File: config.mk
export PLATFORM = sky130hd
export DESIGN_NAME = fio_host_ctrl
export DESIGN_NICKNAME = d
export VERILOG_FILES = /design/src/rtl/fio_host_pkg.sv /design/src/rtl/fio_line_serdes.sv /design/src/rtl/fio_host_ctrl.sv
export SDC_FILE = /design/constraint.sdc
export NUM_CORES = 1
export LEC_CHECK = 0
export CAP_MARGIN = 15
export CORE_UTILIZATION = 35
export DETAILED_ROUTE_END_ITERATION = 8
export SETUP_SLACK_MARGIN = 0.15
export SKIP_CTS_REPAIR_TIMING = 1
export SYNTH_ARGS = -nofsm -noshare
export SYNTH_HDL_FRONTEND = slang
export SYNTH_SLANG_ARGS = --single-unit
export TNS_END_PERCENT = 50
File: constraint.sdc
create_clock -name clk -period 43.3 [get_ports clk]
set_input_delay 4.33 -clock clk [delete_from_list [all_inputs] [get_ports clk]]
set_output_delay 4.33 -clock clk [all_outputs]
set_load 0.02 [all_outputs]
File: src/rtl/fio_host_pkg.sv
// fio_host_pkg: opcodes, header field positions and FSM states for the FileIO host controller.
package fio_host_pkg;
  localparam logic [3:0] OP_TM = 4'd1, OP_IC = 4'd2, OP_MEM = 4'd3, OP_CLE = 4'd4,
                         OP_RUN = 4'd5, OP_DUMP = 4'd6, OP_CLEAR = 4'd7;
  localparam int HDR_OP_LO = 28, HDR_BASE_LO = 16, HDR_BASE_W = 12, HDR_CNT_W = 16;
  typedef enum logic [3:0] {
    IDLE, LOAD_TM, LOAD_IC, LOAD_MEM, LOAD_CLE, RUN, DUMP_ADDR, DUMP_WAIT, DUMP_TX
  } state_t;
endpackage

File: src/rtl/fio_line_serdes.sv
// fio_line_serdes: 8x32 <-> 256 line packer/unpacker sharing one shift register and word counter.
module fio_line_serdes (
  input  logic         clk,
  input  logic         rst,
  input  logic         clr,
  input  logic         push,
  input  logic [31:0]  word_in,
  input  logic         load,
  input  logic [255:0] line_in,
  input  logic         shift,
  output logic [255:0] packed_line,
  output logic [31:0]  word_out,
  output logic         last
);
  logic [255:0] line;
  logic [2:0]   cnt;
  // New words enter at the top so the first word ends up in [31:0] after eight pushes.
  assign packed_line = {word_in, line[255:32]};
  assign word_out = line[31:0];
  assign last = cnt == 3'd7;
  always_ff @(posedge clk or posedge rst)
    if (rst) begin
      line <= '0;
      cnt <= '0;
    end else if (clr || load) begin
      cnt <= '0;
      if (load) line <= line_in;
    end else if (push) begin
      line <= packed_line;
      cnt <= cnt + 3'd1;
    end else if (shift) begin
      line <= {32'b0, line[255:32]};
      cnt <= cnt + 3'd1;
    end
endmodule

File: src/rtl/fio_host_ctrl.sv
// fio_host_ctrl: host word stream to GPU FileIO loader, kernel launcher and MEM dumper.
module fio_host_ctrl
  import fio_host_pkg::*;
#(
  parameter int MEM_DEPTH   = 256,
  parameter int SHMEM_DEPTH = 256,
  parameter int MEM_AW      = $clog2(MEM_DEPTH + SHMEM_DEPTH),
  parameter int CLE_AW      = $clog2(MEM_DEPTH),
  parameter int IC_AW       = 10,
  parameter int MEM_RD_LAT  = 1
) (
  input  logic              clk,
  input  logic              rst,
  input  logic              s_valid,
  input  logic [31:0]       s_data,
  output logic              s_ready,
  output logic              m_valid,
  output logic [31:0]       m_data,
  input  logic              m_ready,
  output logic              Wen_FIO_TM,
  output logic [28:0]       Din_FIO_TM,
  output logic              start_FIO_TM,
  output logic              clear_FIO_TM,
  input  logic              finished_TM_FIO,
  output logic              Wen_FIO_ICache,
  output logic [IC_AW-1:0]  Addr_FIO_ICache,
  output logic [31:0]       Din_FIO_ICache,
  output logic              Wen_FIO_MEM,
  output logic [MEM_AW-1:0] Addr_FIO_MEM,
  output logic [255:0]      Din_FIO_MEM,
  input  logic [255:0]      Dout_FIO_MEM,
  output logic              Wen_FIO_CLE,
  output logic [CLE_AW-1:0] Addr_FIO_CLE,
  output logic [4:0]        Din_FIO_CLE,
  output logic              busy,
  output logic              done,
  output logic              err
);
  state_t                state;
  logic [HDR_CNT_W-1:0]  cnt;
  logic [3:0]            wcnt;
  logic [3:0]            op;
  logic [HDR_BASE_W-1:0] base;
  logic [HDR_CNT_W-1:0]  hcnt;
  logic [255:0]          mem_line;
  logic [31:0]           tx_word;
  logic                  line_last, wait_done;
  assign op = s_data[HDR_OP_LO +: 4];
  assign base = s_data[HDR_BASE_LO +: HDR_BASE_W];
  assign hcnt = s_data[HDR_CNT_W-1:0];
  assign s_ready = state inside {IDLE, LOAD_TM, LOAD_IC, LOAD_MEM, LOAD_CLE};
  assign busy = state != IDLE;
  assign m_valid = state == DUMP_TX;
  assign m_data = m_valid ? tx_word : '0;
  assign wait_done = wcnt == 4'(MEM_RD_LAT - 1);
  fio_line_serdes u_serdes (
    .clk(clk),
    .rst(rst),
    .clr(state == IDLE),
    .push(state == LOAD_MEM && s_valid),
    .word_in(s_data),
    .load(state == DUMP_WAIT && wait_done),
    .line_in(Dout_FIO_MEM),
    .shift(m_valid && m_ready),
    .packed_line(mem_line),
    .word_out(tx_word),
    .last(line_last)
  );
  always_ff @(posedge clk or posedge rst)
    if (rst) begin
      state <= IDLE;
      cnt <= '0;
      wcnt <= '0;
      Wen_FIO_TM <= 1'b0;
      Din_FIO_TM <= '0;
      start_FIO_TM <= 1'b0;
      clear_FIO_TM <= 1'b0;
      Wen_FIO_ICache <= 1'b0;
      Addr_FIO_ICache <= '0;
      Din_FIO_ICache <= '0;
      Wen_FIO_MEM <= 1'b0;
      Addr_FIO_MEM <= '0;
      Din_FIO_MEM <= '0;
      Wen_FIO_CLE <= 1'b0;
      Addr_FIO_CLE <= '0;
      Din_FIO_CLE <= '0;
      done <= 1'b0;
      err <= 1'b0;
    end else begin
      Wen_FIO_TM <= 1'b0;
      Wen_FIO_ICache <= 1'b0;
      Wen_FIO_MEM <= 1'b0;
      Wen_FIO_CLE <= 1'b0;
      done <= 1'b0;
      clear_FIO_TM <= 1'b0;
      // Addresses step after each write; a header arriving on that same edge overrides below.
      if (Wen_FIO_ICache) Addr_FIO_ICache <= Addr_FIO_ICache + 1'b1;
      if (Wen_FIO_MEM) Addr_FIO_MEM <= Addr_FIO_MEM + 1'b1;
      if (Wen_FIO_CLE) Addr_FIO_CLE <= Addr_FIO_CLE + 1'b1;
      case (state)
        IDLE: if (s_valid) begin
          cnt <= hcnt;
          case (op)
            OP_TM: if (hcnt != 0) state <= LOAD_TM;
            OP_IC: if (hcnt != 0) begin
              Addr_FIO_ICache <= base[IC_AW-1:0];
              state <= LOAD_IC;
            end
            OP_MEM: if (hcnt != 0) begin
              Addr_FIO_MEM <= base[MEM_AW-1:0];
              state <= LOAD_MEM;
            end
            OP_CLE: if (hcnt != 0) begin
              Addr_FIO_CLE <= base[CLE_AW-1:0];
              state <= LOAD_CLE;
            end
            OP_RUN: begin
              start_FIO_TM <= 1'b1;
              state <= RUN;
            end
            OP_DUMP: if (hcnt != 0) begin
              Addr_FIO_MEM <= base[MEM_AW-1:0];
              state <= DUMP_ADDR;
            end
            OP_CLEAR: clear_FIO_TM <= 1'b1;
            default: err <= 1'b1;
          endcase
        end
        LOAD_TM: if (s_valid) begin
          Wen_FIO_TM <= 1'b1;
          Din_FIO_TM <= s_data[28:0];
          cnt <= cnt - 1'b1;
          if (cnt == 1) state <= IDLE;
        end
        LOAD_IC: if (s_valid) begin
          Wen_FIO_ICache <= 1'b1;
          Din_FIO_ICache <= s_data;
          cnt <= cnt - 1'b1;
          if (cnt == 1) state <= IDLE;
        end
        LOAD_CLE: if (s_valid) begin
          Wen_FIO_CLE <= 1'b1;
          Din_FIO_CLE <= s_data[4:0];
          cnt <= cnt - 1'b1;
          if (cnt == 1) state <= IDLE;
        end
        LOAD_MEM: if (s_valid && line_last) begin
          Wen_FIO_MEM <= 1'b1;
          Din_FIO_MEM <= mem_line;
          cnt <= cnt - 1'b1;
          if (cnt == 1) state <= IDLE;
        end
        RUN: if (finished_TM_FIO) begin
          start_FIO_TM <= 1'b0;
          done <= 1'b1;
          state <= IDLE;
        end
        DUMP_ADDR: begin
          wcnt <= '0;
          state <= DUMP_WAIT;
        end
        DUMP_WAIT: begin
          wcnt <= wcnt + 4'd1;
          if (wait_done) state <= DUMP_TX;
        end
        DUMP_TX: if (m_ready && line_last) begin
          cnt <= cnt - 1'b1;
          if (cnt == 1) begin
            done <= 1'b1;
            state <= IDLE;
          end else begin
            Addr_FIO_MEM <= Addr_FIO_MEM + 1'b1;
            state <= DUMP_ADDR;
          end
        end
        default: state <= IDLE;
      endcase
    end
endmodule
==> impl_metrics.ini, run 1 <==
[synthesis]
synth_seq_area_share_pct = 58.0
ys_warn_count = 0
avgSynthCellArea_sq_um = 11.6
ys.flop_type = dfrtp_1
synth-seq-cells = 640
synth_cell_types = 63
async_reset_ff_share_pct = 100
synth_fp_nets = 2681
yosysTopAreaCellShare_pct = 58.0
syn-cell-area_sq_mm = 0.0276
synth-edff-count = 0
synth_area_leaders = dfrtp_1 58%, mux2_2 11%, mux2i_1 8.3%, nand2_1 6.1%, o21ai_1 3.3%
synthCells = 2379
synth_common_cells = 640 x dfrtp_1, 446 x nand2_1, 271 x mux2_2
synth_area_leader_cell = dfrtp_1
synth_most_common_cell = dfrtp_1

[clock_tree]
clkTransAtPathRegs_ns = 0.06
cts_root_buf = clkbuf_16
cts_buffer_depth = 3
clk_latency_ns = 0.62
cts_buffers = 73
clock-sinks = 640
cts_tree = done
htreeDepth = 3

[die]
fp.dieW_um = 283
ios = 685
core_area_sq_mm = 0.0777
start_util_pct = 35.5
rows = 102
die_h_um = 283
die-area_sq_mm = 0.0800

[layout]
fin_util_pct = 48.6
final_cells = 4110
drive_gt1_share_pct = 14.3
area.growth.synth_to_final_pct = 37.0
layout.nets = 3305
design_area_sq_mm = 0.0378

[run]
max_cap_viol_count = 0

[grt]
antenna_found_initial = 15
overflow = 0
grt_pass1_vias = 21000
grt_start_max_net_pins = 218
grtUsageTotal_pct = 23.8
grt_pass1_wl_um = 141000

[timing]
fmax_mhz = 127
rsz0062_at_grt = no
fin_crit_ns = 7.88
holdWs_ns = 0.472
finalHoldViolations = 0
slew_viol_final = 0
skew_ns = 0.0283
fin_tns_setup_ns = 0
tightest_slew_ns = 1.14
period_share_pct = 18.2
setup_viol = 0
relSlewSlack_pct = 24.0

[critical_path]
cp.arrival_ns = 3.55
cp.required_ns = 38.97
criticalPathCategory = flop to primary output
crit_fanout = 38
end_kind = primary output
cp-start-kind = flop

[place]
dp_hpwl_um = 70200
gp_congestion = 0.881
placed_cell_area_sq_mm = 0.0352
dp.cells = 3967
io_buffers = 684

[detailed_routing]
ant_nets = 0
viasPerCell = 5.02
drt_iter0_drc = 1311
avgRoutedWirePerCell_um = 23.5
vias = 20600
drc = 0
dr.pass1.iters = 5
drt_wl_total_um = 96700

[power]
p_leak_nw = 17.4
ir_worst_vdd_mv = 0.0644
power.density_mw_per_mm2 = 59.2

[run_status]
status = complete, no violations

[worst_hold_path]
hold_path.class = flop to flop
-- metal layers --
metal	global-route usage [%]	wire (um)	share of wire (%)	up-vias
met5	0	86	0.089	-
met4	6.99	2160	2.2	14
met3	6.81	7640	7.9	150
met2	40.4	47800	49	698
met1	29.3	39000	40	10200
li1	-	-	-	9551
-- worst paths after layout --
| check | startpoint | to | slack (ns) | cells after the start |
|---|---|---|---|---|
| worst max-delay path | state[1] | m_data[23] | 35.42 | 4 |
| worst min-delay path | Din_FIO_ICache[9] | Din_FIO_ICache[9] | 0.47 | 2 |
| worst max register to register | state[1] | u_serdes.line[65] | 38.68 | 7 |
| worst min register to register | Din_FIO_ICache[9] | Din_FIO_ICache[9] | 0.47 | 2 |
| max in group asynchronous | rst | Din_FIO_MEM[159] | 35.74 | 5 |
| min in group asynchronous | rst | Din_FIO_MEM[198] | 4.24 | 2 |
-- logic make-up after synthesis --
logic type               synth area share, %
multiplexers                            19.6
XOR/XNOR                               0.667
buffers and inverters                   3.17
AND/OR/NAND/NOR                         10.3
AO/OA/AOI/OAI                           7.89
adder cells (fa/ha/maj)                0.408
flip-flops                              58.0
-- worst max-delay path, stage by stage, from the launching register on --
cell and delay, ns:
dfrtp_1 0.66, or4b_1 0.71, inv_2 0.59, and2_1 0.23
clkdlybuf4s50_1 0.68
-- metrics by stage --
stage          power (mW)  setup WS (ns)
2_1_floorplan        1.31          21.04
3_3_place_gp         1.58          35.05
3_5_place_dp         1.60          34.98
4_1_cts              2.26          35.40
5_1_grt              2.35          35.18
6_report             2.24          35.42
-- power breakdown --
part           internal (mW)  switching, mW  total, mW
combinational          0.326          0.403      0.729
sequential             0.727          0.129      0.856
clock                  0.394          0.258      0.651
total                   1.45          0.790       2.24
-- cell usage in the layout, fill, tap and decap left out, types with 22 or more instances in the layout --
master,count
o21ai_1,180
nand3_1,22
nand2_1,444
nor2_1,49
a21oi_1,32
clkdlybuf4s50_1,684
clkbuf_16,75
a22oi_1,34
dfrtp_1,640
and2_1,35
mux2_2,271
o21ai_0,101
mux2i_1,230
-- state kept, by name, indices dropped and copies added (netlist names), 3 cells and up --
register and count:
state 4, wcnt 4, Addr_FIO_ICache 10, Din_FIO_ICache 32, Din_FIO_CLE 5, u_serdes.cnt 3
cnt 16, u_serdes.line 256, Addr_FIO_MEM 9, Din_FIO_MEM 256, Din_FIO_TM 29, Addr_FIO_CLE 8
-- area by class of cell --
class | count | area, sq um
antenna | 10 | 25.0
timing repair buffer | 707 | 7100
inverter | 18 | 80.1
fill | 7016 | 39900
multi-input combinational | 1563 | 10700
clock buffer | 107 | 2190
sequential | 640 | 16000
tap | 1040 | 1300
clock inverter | 25 | 353
Note: power is estimated with default switching activity, not from simulation.
==> run 2: changes to the inputs <==
==> constraint.sdc (replaced) <==
create_clock -name clk -period 6.45 [get_ports clk]
set_input_delay 0.645 -clock clk [delete_from_list [all_inputs] [get_ports clk]]
set_output_delay 0.645 -clock clk [all_outputs]
set_load 0.02 [all_outputs]
==> run 2 against run 1 <==
  * First-iteration DRC count is 3.5% lower
  * Sequential share of layout area is 0.12 points lower
  * Cell count is 0.22% higher
  * Via count is 0.11% lower
  * Register-to-register slack worse by 36 ns
  * Final area is 0.29% higher
  * Critical path depth stayed put
  * Clock skew is 0.0044 ns lower
  * Non-clock buffer count is 5 higher
  * Die area stayed put
  * Worst hold slack better by 0.0043 ns
  * Largest power group unchanged
==> impl_metrics.ini, run 2 (same netlist as run 1, synthesis figures left out) <==
[die]
die_h_um = 283
rows = 102
ios = 685
die-area_sq_mm = 0.0800
start_util_pct = 35.5
fp.dieW_um = 283
core_area_sq_mm = 0.0777

[power]
p_comb_share_pct = 32.6
p_leak_nw = 17.5
p_int_mw = 9.72
swShare_pct = 35.4
pwr-share-seq_pct = 38.2
power.share.clock_pct = 29.2
power.density_mw_per_mm2 = 397
power_mw = 15.1
p_switching_mw = 5.34
ir_worst_vdd_mv = 0.219

[clock_tree]
clkTransAtPathRegs_ns = 0.06
cts_buffer_depth = 3
cts_buffers = 73
cts_root_buf = clkbuf_16
cts_tree = done
clk_latency_ns = 0.61
clock-sinks = 640
htreeDepth = 3

[timing]
fmax_mhz = 245
finalHoldViolations = 0
setup_viol = 0
fin_crit_ns = 4.09
relSlewSlack_pct = 20.9
skew_ns = 0.0240
slew_viol_final = 0
period_share_pct = 63.4
rsz0062_at_grt = no
holdWs_ns = 0.476
fin_tns_setup_ns = 0
tightest_slew_ns = 1.19
fin_ws_ns = 2.36

[critical_path]
r2r_start = state[2]
criticalPathCategory = flop to primary output
end_kind = primary output
cp.arrival_ns = 3.44
startpoint = state[0]
crit_fanout = 39
cp-start-kind = flop
worstPathCellList = or4b_1 -> inv_2 -> and2_1 -> clkdlybuf4s50_1
crit_slowest_cell = or4b_1
r2r_setup_slack_ns = 2.96
cp.required_ns = 5.80
slowest_delay_ns = 0.71

[layout]
drive_gt1_share_pct = 14.4
fin_util_pct = 48.8
layout.nets = 3310
final_common_cell = clkdlybuf4s50_1
largest_registers = Din_FIO_MEM: 256 flops, u_serdes.line: 256 flops, Din_FIO_ICache: 32 flops
final_cell_mix = 684 x clkdlybuf4s50_1, 640 x dfrtp_1, 444 x nand2_1, 271 x mux2_2, 230 x mux2i_1
area.growth.synth_to_final_pct = 37.4

[detailed_routing]
vias = 20600
drc = 0
dr.pass1.iters = 6
ant_nets = 0
viasPerCell = 5.01
avgRoutedWirePerCell_um = 23.6
drt_wl_total_um = 97200
drt_iter0_drc = 1265

[run]
max_cap_viol_count = 0

[worst_hold_path]
hold_path.class = input port to asynchronous set/reset pin

[grt]
grtUsageTotal_pct = 24.0
grt_start_max_net_pins = 236
overflow = 0
antenna_found_initial = 16
grt_pass1_vias = 21300
grt_pass1_wl_um = 142000

[place]
dp_slack_ns = 2.85
dp_hpwl_um = 70600
io_buffers = 684
gp_congestion = 0.882

[run_status]
status = complete, no violations
run 2: critical path, delay by kind of cell, from the launching register on:
kind                   cells  cell delay (ns)
buffers and inverters      2             1.19
flip-flops                 1             0.63
AND/OR/NAND/NOR            2             0.96
run 2: through the flow:
stage | area [sq um] | cells
floorplan | 27600 | 2379
global placement | 35300 | 3971
detailed placement | 35300 | 3972
CTS | 37900 | 4106
global route | 37900 | 4111
finish | 37900 | 4119
run 2: path summary, 6_finish.rpt:
check	end	cells past startpoint
max reg2reg	u_serdes.line[81]	6
min	Din_FIO_MEM[170]	2
max in group asynchronous	Din_FIO_TM[10]	4
min reg2reg	err	1
max	m_data[22]	4
min in group clk	err	1
run 2: cell type report:
cell class | instances | area (sq um)
Multi-Input combinational cell | 1563 | 10700
Inverter | 18 | 76.3
Fill cell | 6929 | 39800
Clock inverter | 25 | 359
Clock buffer | 109 | 2200
Timing Repair Buffer | 712 | 7190
Sequential cell | 640 | 16000
Tap cell | 1040 | 1300
Antenna cell | 12 | 30.0
run 2: power groups by stage:
stage / sequential [mW] / combinational, mW / clock, mW
after floorplan: 5.79 / 2.98 / 0
after global placement: 5.80 / 4.87 / 0
after detailed placement: 5.84 / 4.96 / 0
after CTS: 5.78 / 4.97 / 4.50
after global routing: 5.88 / 5.33 / 4.66
final: 5.76 / 4.91 / 4.39
run 2: per-layer routing:
layer | track usage, % | share of wire [%]
met1 | 29.4 | 40
met2 | 40.1 | 48
met3 | 7.11 | 8.2
met4 | 8.68 | 3.1
met5 | 0 | 0.096
==> run 3: changes to the inputs <==
==> constraint.sdc (replaced) <==
create_clock -name clk -period 3.5 [get_ports clk]
set_input_delay 0.35 -clock clk [delete_from_list [all_inputs] [get_ports clk]]
set_output_delay 0.35 -clock clk [all_outputs]
set_load 0.02 [all_outputs]
==> run 3 against run 2 <==
  * Sequential share of layout area decreased by 0.45 points
  * Clock power increased by 82%
  * Sequential cell count unchanged
  * Clock skew decreased by 0.00070 ns
  * Clock-buffer cell count decreased by 1
  * Non-clock buffer count increased by 38
  * Core utilization increased by 0.52 points
  * Critical path type unchanged
  * Largest power group unchanged
==> impl_metrics.ini, run 3 (same netlist as run 1, synthesis figures left out) <==
[detailed_routing]
viasPerCell = 5.02
drt_iter0_drc = 1277
drc = 0
avgRoutedWirePerCell_um = 23.8
ant_nets = 0
vias = 20900
drt_wl_total_um = 99000
dr.pass1.iters = 5

[clock_tree]
htreeDepth = 3
clock-sinks = 640
cts_root_buf = clkbuf_16
clkTransAtPathRegs_ns = 0.06
clk_latency_ns = 0.62
cts_buffer_depth = 3
cts_tree = done
cts_buffers = 74

[grt]
overflow = 0
grt_start_max_net_pins = 159
grt_pass1_vias = 21500
grtUsageTotal_pct = 24.5
grt_pass1_wl_um = 145000
antenna_found_initial = 24

[place]
io_buffers = 684
dp_hpwl_um = 73500
placed_cell_area_sq_mm = 0.0358
gp_congestion = 0.899
dp.cells = 4010

[timing]
period_share_pct = 92.0
rsz0062_at_grt = no
finalHoldViolations = 0
fmax_mhz = 310
relSlewSlack_pct = 31.8
skew_ns = 0.0233
setup_viol = 0
fin_crit_ns = 3.22
holdWs_ns = 0.113
tightest_slew_ns = 1.02
slew_viol_final = 0

[die]
fp.dieW_um = 283
die_h_um = 283
die-area_sq_mm = 0.0800
core_area_sq_mm = 0.0777
rows = 102
start_util_pct = 35.5
ios = 685

[run]
max_cap_viol_count = 0

[critical_path]
startpoint = state[0]
r2r_setup_slack_ns = 0.73
cp.arrival_ns = 2.87
worst-r2r-cell-count = 7
r2r_start = u_serdes.cnt[0]
end_kind = primary output
cp-start-kind = flop
criticalPathCategory = flop to primary output
cp.required_ns = 3.15
crit_fanout = 36

[layout]
final_cells = 4157
area.growth.synth_to_final_pct = 38.9
design_area_sq_mm = 0.0383
layout.nets = 3349
fin_util_pct = 49.3
final_common_cell = clkdlybuf4s50_1
final_cell_mix = 684 x clkdlybuf4s50_1, 640 x dfrtp_1, 444 x nand2_1, 271 x mux2_2, 230 x mux2i_1
drive_gt1_share_pct = 15.3
largest_registers = Din_FIO_MEM: 256 flops, u_serdes.line: 256 flops, Din_FIO_ICache: 32 flops

[run_status]
status = complete, no violations

[power]
ir_worst_vdd_mv = 0.401
power.density_mw_per_mm2 = 731
p_leak_nw = 17.7

[worst_hold_path]
hold_path.class = input port to asynchronous set/reset pin
[run 3: cell count changes in the layout (fill, tap and decap cells not counted), sizes merged]
cell,previous run,this run
clkinvlp,2,1
inv,18,19
buf,28,66
clkbuf,109,108
clkinv,16,17
[run 3: final timing paths]
kind,end
max,m_data[28]
max reg2reg,cnt[1]
max in group asynchronous,u_serdes.line[7]
min,Din_FIO_MEM[229]
min in group clk,u_serdes.line[89]
min reg2reg,Din_FIO_ICache[12]
[run 3: layer usage]
| layer | share of wire, % | up-vias | track usage (%) |
|---|---|---|---|
| li1 | - | 9637 | - |
| met5 | 0.16 | - | 0 |
| met3 | 7.8 | 146 | 7.16 |
| met4 | 2.5 | 26 | 7.29 |
| met1 | 40 | 10400 | 29.9 |
| met2 | 49 | 674 | 41.6 |
[run 3: layout make-up]
class                      instances  area (sq um)
antenna                           12          30.0
clock buffer                     108          2150
clock inverter                    26           350
fill                            6954         39400
inverter                          18          78.8
multi-input combinational       1563         10700
sequential                       640         16000
tap                             1040          1300
timing repair buffer             750          7640
[run 3: metrics by stage]
step                power [mW]  setup TNS (ns)  setup WS, ns
finish                    28.0               0         0.278
global route              29.5               0         0.153
CTS                       28.4               0        0.0271
detailed placement        20.2               0         0.645
global placement          20.0               0         0.669
floorplan                 16.2        -3579.35         -5.59
[run 3: critical path, stage by stage, from the launching register on]
cell	delay, ns
dfrtp_1	0.37
or4b_1	0.67
inv_4	0.35
and2_1	0.21
clkdlybuf4s50_1	0.60
[run 3: report_power, final]
part	total [mW]	switching [mW]	internal (mW)	leakage [nW]
Clock	8.00	3.20	4.81	1.24
Sequential	10.5	1.54	9.00	8.49
Combinational	9.48	5.20	4.28	7.96
